[config.mk]
export PLATFORM = sky130hd
export DESIGN_NAME = ttl_out_array
export DESIGN_NICKNAME = d
export VERILOG_FILES = /design/src/rtl/ttl_out_array.sv
export SDC_FILE = /design/constraint.sdc
export NUM_CORES = 1
export LEC_CHECK = 0
export CAP_MARGIN = 10
export CORE_UTILIZATION = 25
export CTS_CLUSTER_DIAMETER = 30
export DETAILED_ROUTE_END_ITERATION = 6
export GPL_ROUTABILITY_DRIVEN = 1
export PLACE_DENSITY = 0.47
export SETUP_SLACK_MARGIN = 0.02
export SLEW_MARGIN = 20
export SYNTH_ARGS = -nofsm -noshare
export SYNTH_HDL_FRONTEND = slang
export SYNTH_SLANG_ARGS = --single-unit
[constraint.sdc]
create_clock -name clk -period 7.9 [get_ports clk]
set_clock_uncertainty 0.1 [all_clocks]
set_input_delay 1.58 -clock clk [delete_from_list [all_inputs] [get_ports clk]]
set_output_delay 1.58 -clock clk [all_outputs]
set_load 0.01 [all_outputs]
[src/rtl/ttl_out_array.sv]
// ttl_out_array: per-channel TTL pattern words for external serializers, with level and one-shot hold modes.
// Optional global level override is compiled in when TTL_OUT_OVERRIDE_EN is defined.
module ttl_out_array #(
    parameter int NUM_CH    = 8,
    parameter int SER_WIDTH = 8,
    parameter int LEN_W     = 16
) (
    input  logic                        clk,
    input  logic                        reset,
    input  logic                        data_valid,
    input  logic [NUM_CH*SER_WIDTH-1:0] data_in,
    input  logic [NUM_CH-1:0]           ch_mask,
    input  logic [NUM_CH-1:0]           mode_oneshot,
    input  logic [NUM_CH-1:0]           invert,
    input  logic [LEN_W-1:0]            hold_len,
    input  logic                        override_en,
    input  logic [NUM_CH-1:0]           override_value,
    output logic [NUM_CH*SER_WIDTH-1:0] ser_data,
    output logic [NUM_CH-1:0]           level,
    output logic [NUM_CH-1:0]           busy,
    output logic                        collision
);

    logic [NUM_CH-1:0]           last_q;
    logic [NUM_CH-1:0]           last_d;
    logic [LEN_W-1:0]            timer_q [NUM_CH];
    logic [LEN_W-1:0]            timer_d [NUM_CH];
    logic [NUM_CH*SER_WIDTH-1:0] ser_d;
    logic [NUM_CH-1:0]           busy_d;
    logic                        hit_d;
    logic                        ovr_on;
    logic [NUM_CH-1:0]           ovr_val;

`ifdef TTL_OUT_OVERRIDE_EN
    assign ovr_on  = override_en;
    assign ovr_val = override_value;
`else
    // Override ports stay on the boundary but are deliberately left unconnected to any logic.
    logic unused_override;
    assign unused_override = ^{override_en, override_value};
    assign ovr_on  = 1'b0;
    assign ovr_val = '0;
`endif

    // Next-state per channel: override beats load, load beats the one-shot countdown.
    always_comb begin
        hit_d = 1'b0;
        for (int c = 0; c < NUM_CH; c++) begin
            logic [SER_WIDTH-1:0] word;
            logic                 msb;
            word       = {SER_WIDTH{last_q[c]}};
            msb        = data_in[c*SER_WIDTH + SER_WIDTH - 1];
            last_d[c]  = last_q[c];
            timer_d[c] = '0;
            if (ovr_on) begin
                word      = {SER_WIDTH{ovr_val[c]}};
                last_d[c] = ovr_val[c];
            end else if (data_valid && ch_mask[c]) begin
                word = data_in[c*SER_WIDTH +: SER_WIDTH];
                if (timer_q[c] != '0) begin
                    hit_d = 1'b1;
                end
                if (mode_oneshot[c]) begin
                    // A zero hold length means the loaded word is the whole pulse.
                    last_d[c]  = msb & (|hold_len);
                    timer_d[c] = msb ? hold_len : '0;
                end else begin
                    last_d[c] = msb;
                end
            end else if (mode_oneshot[c] && timer_q[c] != '0) begin
                timer_d[c] = timer_q[c] - 1'b1;
                if (timer_q[c] == LEN_W'(1)) begin
                    last_d[c] = 1'b0;
                end
            end
            ser_d[c*SER_WIDTH +: SER_WIDTH] = word ^ {SER_WIDTH{invert[c]}};
            busy_d[c] = (timer_d[c] != '0);
        end
    end

    // All outputs are registered so every input reaches the pins exactly one cycle later.
    always_ff @(posedge clk or posedge reset) begin
        if (reset) begin
            last_q    <= '0;
            ser_data  <= '0;
            level     <= '0;
            busy      <= '0;
            collision <= 1'b0;
            for (int c = 0; c < NUM_CH; c++) begin
                timer_q[c] <= '0;
            end
        end else begin
            last_q    <= last_d;
            ser_data  <= ser_d;
            level     <= last_d ^ invert;
            busy      <= busy_d;
            collision <= hit_d;
            for (int c = 0; c < NUM_CH; c++) begin
                timer_q[c] <= timer_d[c];
            end
        end
    end

endmodule

## After elaboration in Yosys (flattened, before gate mapping)

Index checks and enable logic that the tools add are counted.

- Register bits after elaboration: 217

- Add/sub/neg operators: 8
- Equality and inequality tests: 8
- Muxes and demuxes: 88
- Bitwise gates (word level): 17
- Reduce and logical (&&, ||, !) cells: 33

Operators by type and width:

| cell | count |
|---|---|
| $mux 16 | 32 |
| $reduce_bool 16->1 | 16 |
| $eq 16x1->1 const B | 8 |
| $sub 16x1->16 const B | 8 |
| $xor 8x8->8 | 9 |
| $mux 8 | 8 |
| $mux 1 | 48 |
| $logic_and 1x1->1 | 16 |
| $reduce_or 16->1 | 1 |
| $and 1x1->1 | 8 |

## Logic depth before layout (Yosys ltp)

- Depth after elaboration: 17
- Mapped depth: 9

## Least setup slack after synthesis

No wires, ideal clock.

- Kind: in2reg
- Start: input port hold_len[5]
- End: register level[2]
- Arrival: 3.548 ns
- Path slack: 4.108 ns
- Cell stages on the path: 7
- Path buffers: 1
- Path through: buf_2 > or4_4 > or4_4 > nor3_4 > nand2_1 > a32o_2 > xor2_1

- Cells in the longest elaborated chain, start to end: 5

Ends and longest elaborated chain:

| element | RTL line | text |
|---|---|---|
| start, declared | 15 | `input logic [LEN_W-1:0] hold_len,` |
| $reduce_or 16->1 | 65 | `last_d[c] = msb & (\|hold_len);` |
| $and 1x1->1 | 65 |  |
| $mux 1 | 63 | `if (mode_oneshot[c]) begin` |
| $mux 1 | 58 | `end else if (data_valid && ch_mask[c]) begin` |
| net last_d[2] | 25 | `logic [NUM_CH-1:0] last_d;` |
| $xor 8x8->8 | 95 | `level <= last_d ^ invert;` |
| end signal, assigned | 95 |  |
| end, declared | 19 | `output logic [NUM_CH-1:0] level,` |

The timed path passes the listed nets, and every way through them passes these cells.

## Worst setup path after layout

- Start: input port hold_len[1]
- End: register level[4]

The elaborated chain is that of the path after synthesis.

==> impl_metrics.csv <==
group,metric,value,unit
run_status,status,"finished clean",
place,dp_hpwl,23070,µm
cells_and_area,finalInstanceArea,16410,µm²
yosys,synth_compound_area_frac,0.1184,
floorplanning,rows,78,
cells_and_area,num-nets-final,1571,
global_route,track_usage,0.1543,
place,port_buffers,187,
cts,cts_resized,0,
yosys,synth_top_family_by_area,"simple AND/OR/NAND/NOR gates",
yosys,synth_edf_count,0,
job,drv_cap,0,
global_route,grt_max_degree,88,
sta,finalCriticalPeriod,4.704,ns
cts,clock-root-buffer,"clkbuf_16",
routing,num_vias,9755,
setup_path,worst-setup-path-type,"in2reg",
global_route,antenna_found_initial,0,
routing,ant_nets,0,
floorplanning,io_pins,197,
pwr,power_density,435.8,nW/µm²
cts,hold_buffers,0,
cts,cts_setup_buffers,0,
place,place_area,14000,µm²
sta,slew_headroom,0.3373,
yosys,synth_fa_ha_area_frac,0.02500,
cells_and_area,syn2layout_area_growth,42.54,%
yosys,synth_ff_type,"dfrtp_1",
min_path,hp-class,"reg2reg",
yosys,yosys_warnings,0,
routing,first_pass_iters,4,
sta,finalHoldViolCount,0,
pwr,peakVddDrop,0.2205,mV
yosys,synth-xor-area-share,0.1331,
yosys,async_flop_share,1.000,
sta,fin_ws,3.196,ns
pwr,power,7.150,mW
routing,drt_iter0_drc,473,
yosys,synth_cell_types,62,
setup_path,crit_arrival,5.02,ns
cells_and_area,final_cell_mix,"dfrtp_1 (217), nand2_1 (189), clkdlybuf4s50_1 (187)",
pwr,power_frac_comb,0.348,
floorplanning,core_area,45380,µm²
cells_and_area,regArea,5430,µm²
setup_path,crit_path_end_kind,"flip-flop",
pwr,internal-power,4.671,mW
cells_and_area,antenna-diode-count,0,
sta,maxSlewViolCount,0,
yosys,syn_avg_cell_area,9.382,µm²
cts,clock_latency,0.57,ns
setup_path,cpMostUsedCell,"or4_4",
sta,clock.fmax,212.6,MHz
routing,route.detailed.drc,0,
floorplanning,start_util,0.2537,
setup_path,crit_required,8.21,ns
global_route,overflow,0,
setup_path,crit_chain,"clkdlybuf4s50_1 > or4_4 > or4_4 > nor3_4 > nand2_1 > a32o_2 > xor2_1",
yosys,seq_area_frac_synth,0.4717,
pwr,netSwitchingPower,2.480,mW
floorplanning,die_h,216.6,µm
setup_path,path_buf_inv,1,
sta,finalSetupViolCount,0,
cts,cts-buffers-inserted,69,
yosys,syn_area,11510,µm²
routing,routedWlPerCell,17.18,µm
yosys,synthesis.instances,1227,
cts,cts_sinks,217,
pwr,clock_power_share,0.395,
place,dpl_worst_slack,2.573,ns
cts,htreeDepth,3,
sta,rsz0062_at_grt,"no",
cells_and_area,multi_input_comb_area,5718,µm²
yosys,yosys.area_share.simple,0.2202,
yosys,synth_mux_area_frac,0,
min_path,hold_depth,1,
setup_path,critPathMaxFanout,9,
sta,setup-tns-final,0,ns
pwr,switching_share,0.3468,
setup_path,path_depth,7,
pwr,p_leak,6.702,nW
setup_path,worst_setup_path_start_kind,"input pin",
cts,cts_tree,"done",
cts,clockBufferDepth,3,
global_route,grt_pass1_wl,56250,µm
cells_and_area,drive_gt1_frac,0.1005,
floorplanning,die_area,46910,µm²
cells_and_area,post-route-util,0.3616,
setup_path,reg2reg_depth,6,
setup_path,cp_top_family,"simple AND/OR/NAND/NOR gates",
yosys,synth-seq-cells,217,
place,gp_routability_congestion,0.8094,
setup_path,crit_slowest_cell,"clkdlybuf4s50_1",
routing,vias_per_cell,4.683,
pwr,seq_power_share,0.256,
sta,worst_pin_slew,0.9859,ns
floorplanning,fp.dieW,216.6,µm
global_route,first_global_vias,9938,
yosys,syn_nets,1366,
routing,drt-total-wl,35790,µm
sta,period_share,0.5955,
cells_and_area,layout_commonest_cell,"dfrtp_1",
cts,clk_pin_slew_worst_paths,0.04,ns
setup_path,critPathMaxStageDelay,0.80,ns
cells_and_area,nFillCells,4586,
==> Yosys cell counts (all sizes together) (4+ instances only) <==
| cell type | count | area (µm²) |
|---|---|---|
| o21ai | 130 | 650.6 |
| nor3 | 34 | 181.4 |
| xor2 | 80 | 700.7 |
| nand3b | 12 | 90.09 |
| clkbuf | 53 | 198.9 |
| or4 | 17 | 135.1 |
| xnor2 | 95 | 832.1 |
| nand4b | 19 | 166.4 |
| and3 | 9 | 56.30 |
| nand2 | 189 | 709.4 |
| nor4 | 39 | 299.0 |
| inv | 21 | 78.83 |
| and2 | 21 | 131.4 |
| a32o | 7 | 72.57 |
| nor4b | 7 | 61.31 |
| nand3 | 29 | 150.1 |
| nor2 | 45 | 168.9 |
| nor2b | 4 | 25.02 |
| dfrtp | 217 | 5430 |
| nor3b | 10 | 75.07 |
| or3 | 8 | 50.05 |
| ha | 23 | 287.8 |
| nand4 | 23 | 150.1 |
| a22oi | 5 | 37.54 |
| buf | 19 | 86.33 |
| a21oi | 71 | 355.3 |
==> cell families (layout without fill, tap and decap cells) <==
kind of cell / after synthesis / in the layout
AND/OR/NAND/NOR: 476 / 476
AO/OA/AOI/OAI: 243 / 243
flip-flops: 217 / 217
XOR/XNOR: 175 / 175
buffers and inverters: 93 / 349
adder cells (fa/ha/maj): 23 / 23
==> final cells by class <==
cell class,instances,area share
clock buffers,92,0.1193
clock inverters,30,0.02760
inverters,21,0.005261
multi-input cells,917,0.3485
flip-flops and latches,217,0.3309
well taps,600,0.04575
repair buffers,206,0.1228
==> metrics by stage <==
step / cells / hold WS (ns)
3_3_place_gp: 1961 / 0.4157
4_1_cts: 2083 / 0.4371
3_5_place_dp: 1961 / 0.4283
5_1_grt: 2083 / 0.4548
6_report: 2083 / 0.4293
2_1_floorplan: 1227 / 0.4018
==> state kept, by name, indices dropped and copies added (netlist names) <==
register   flops
collision      1
timer_q      128
busy           8
level          8
last_q         8
ser_data      64
==> layer usage <==
metal,vias up,track usage,routed length [µm]
li1,4733,-,-
met2,267,0.2347,16100
met5,-,0,0
met1,4688,0.2035,16310
met3,67,0.03719,2294
met4,0,0.07700,1090
==> path summary, 6_finish.rpt <==
| check | start | endpoint | slack, ns |
|---|---|---|---|
| worst max-delay path | hold_len[1] | level[4] | 3.20 |
| worst min-delay path | last_q[5] | last_q[5] | 0.43 |
| worst max register to register | timer_q[123] | busy[0] | 4.60 |
| worst min register to register | last_q[5] | last_q[5] | 0.43 |
| max in group asynchronous | reset | last_q[2] | 4.88 |
| min in group asynchronous | reset | timer_q[117] | 1.42 |
==> power by group through the flow <==
stage | registers (mW) | clock network, mW | logic, mW
finish | 1.83 | 2.83 | 2.49
global route | 1.89 | 2.95 | 2.80
CTS | 1.83 | 2.89 | 2.50
detailed placement | 1.84 | 0 | 2.48
global placement | 1.84 | 0 | 2.47
floorplan | 1.80 | 0 | 1.74
(Power assumes the default switching activity.)
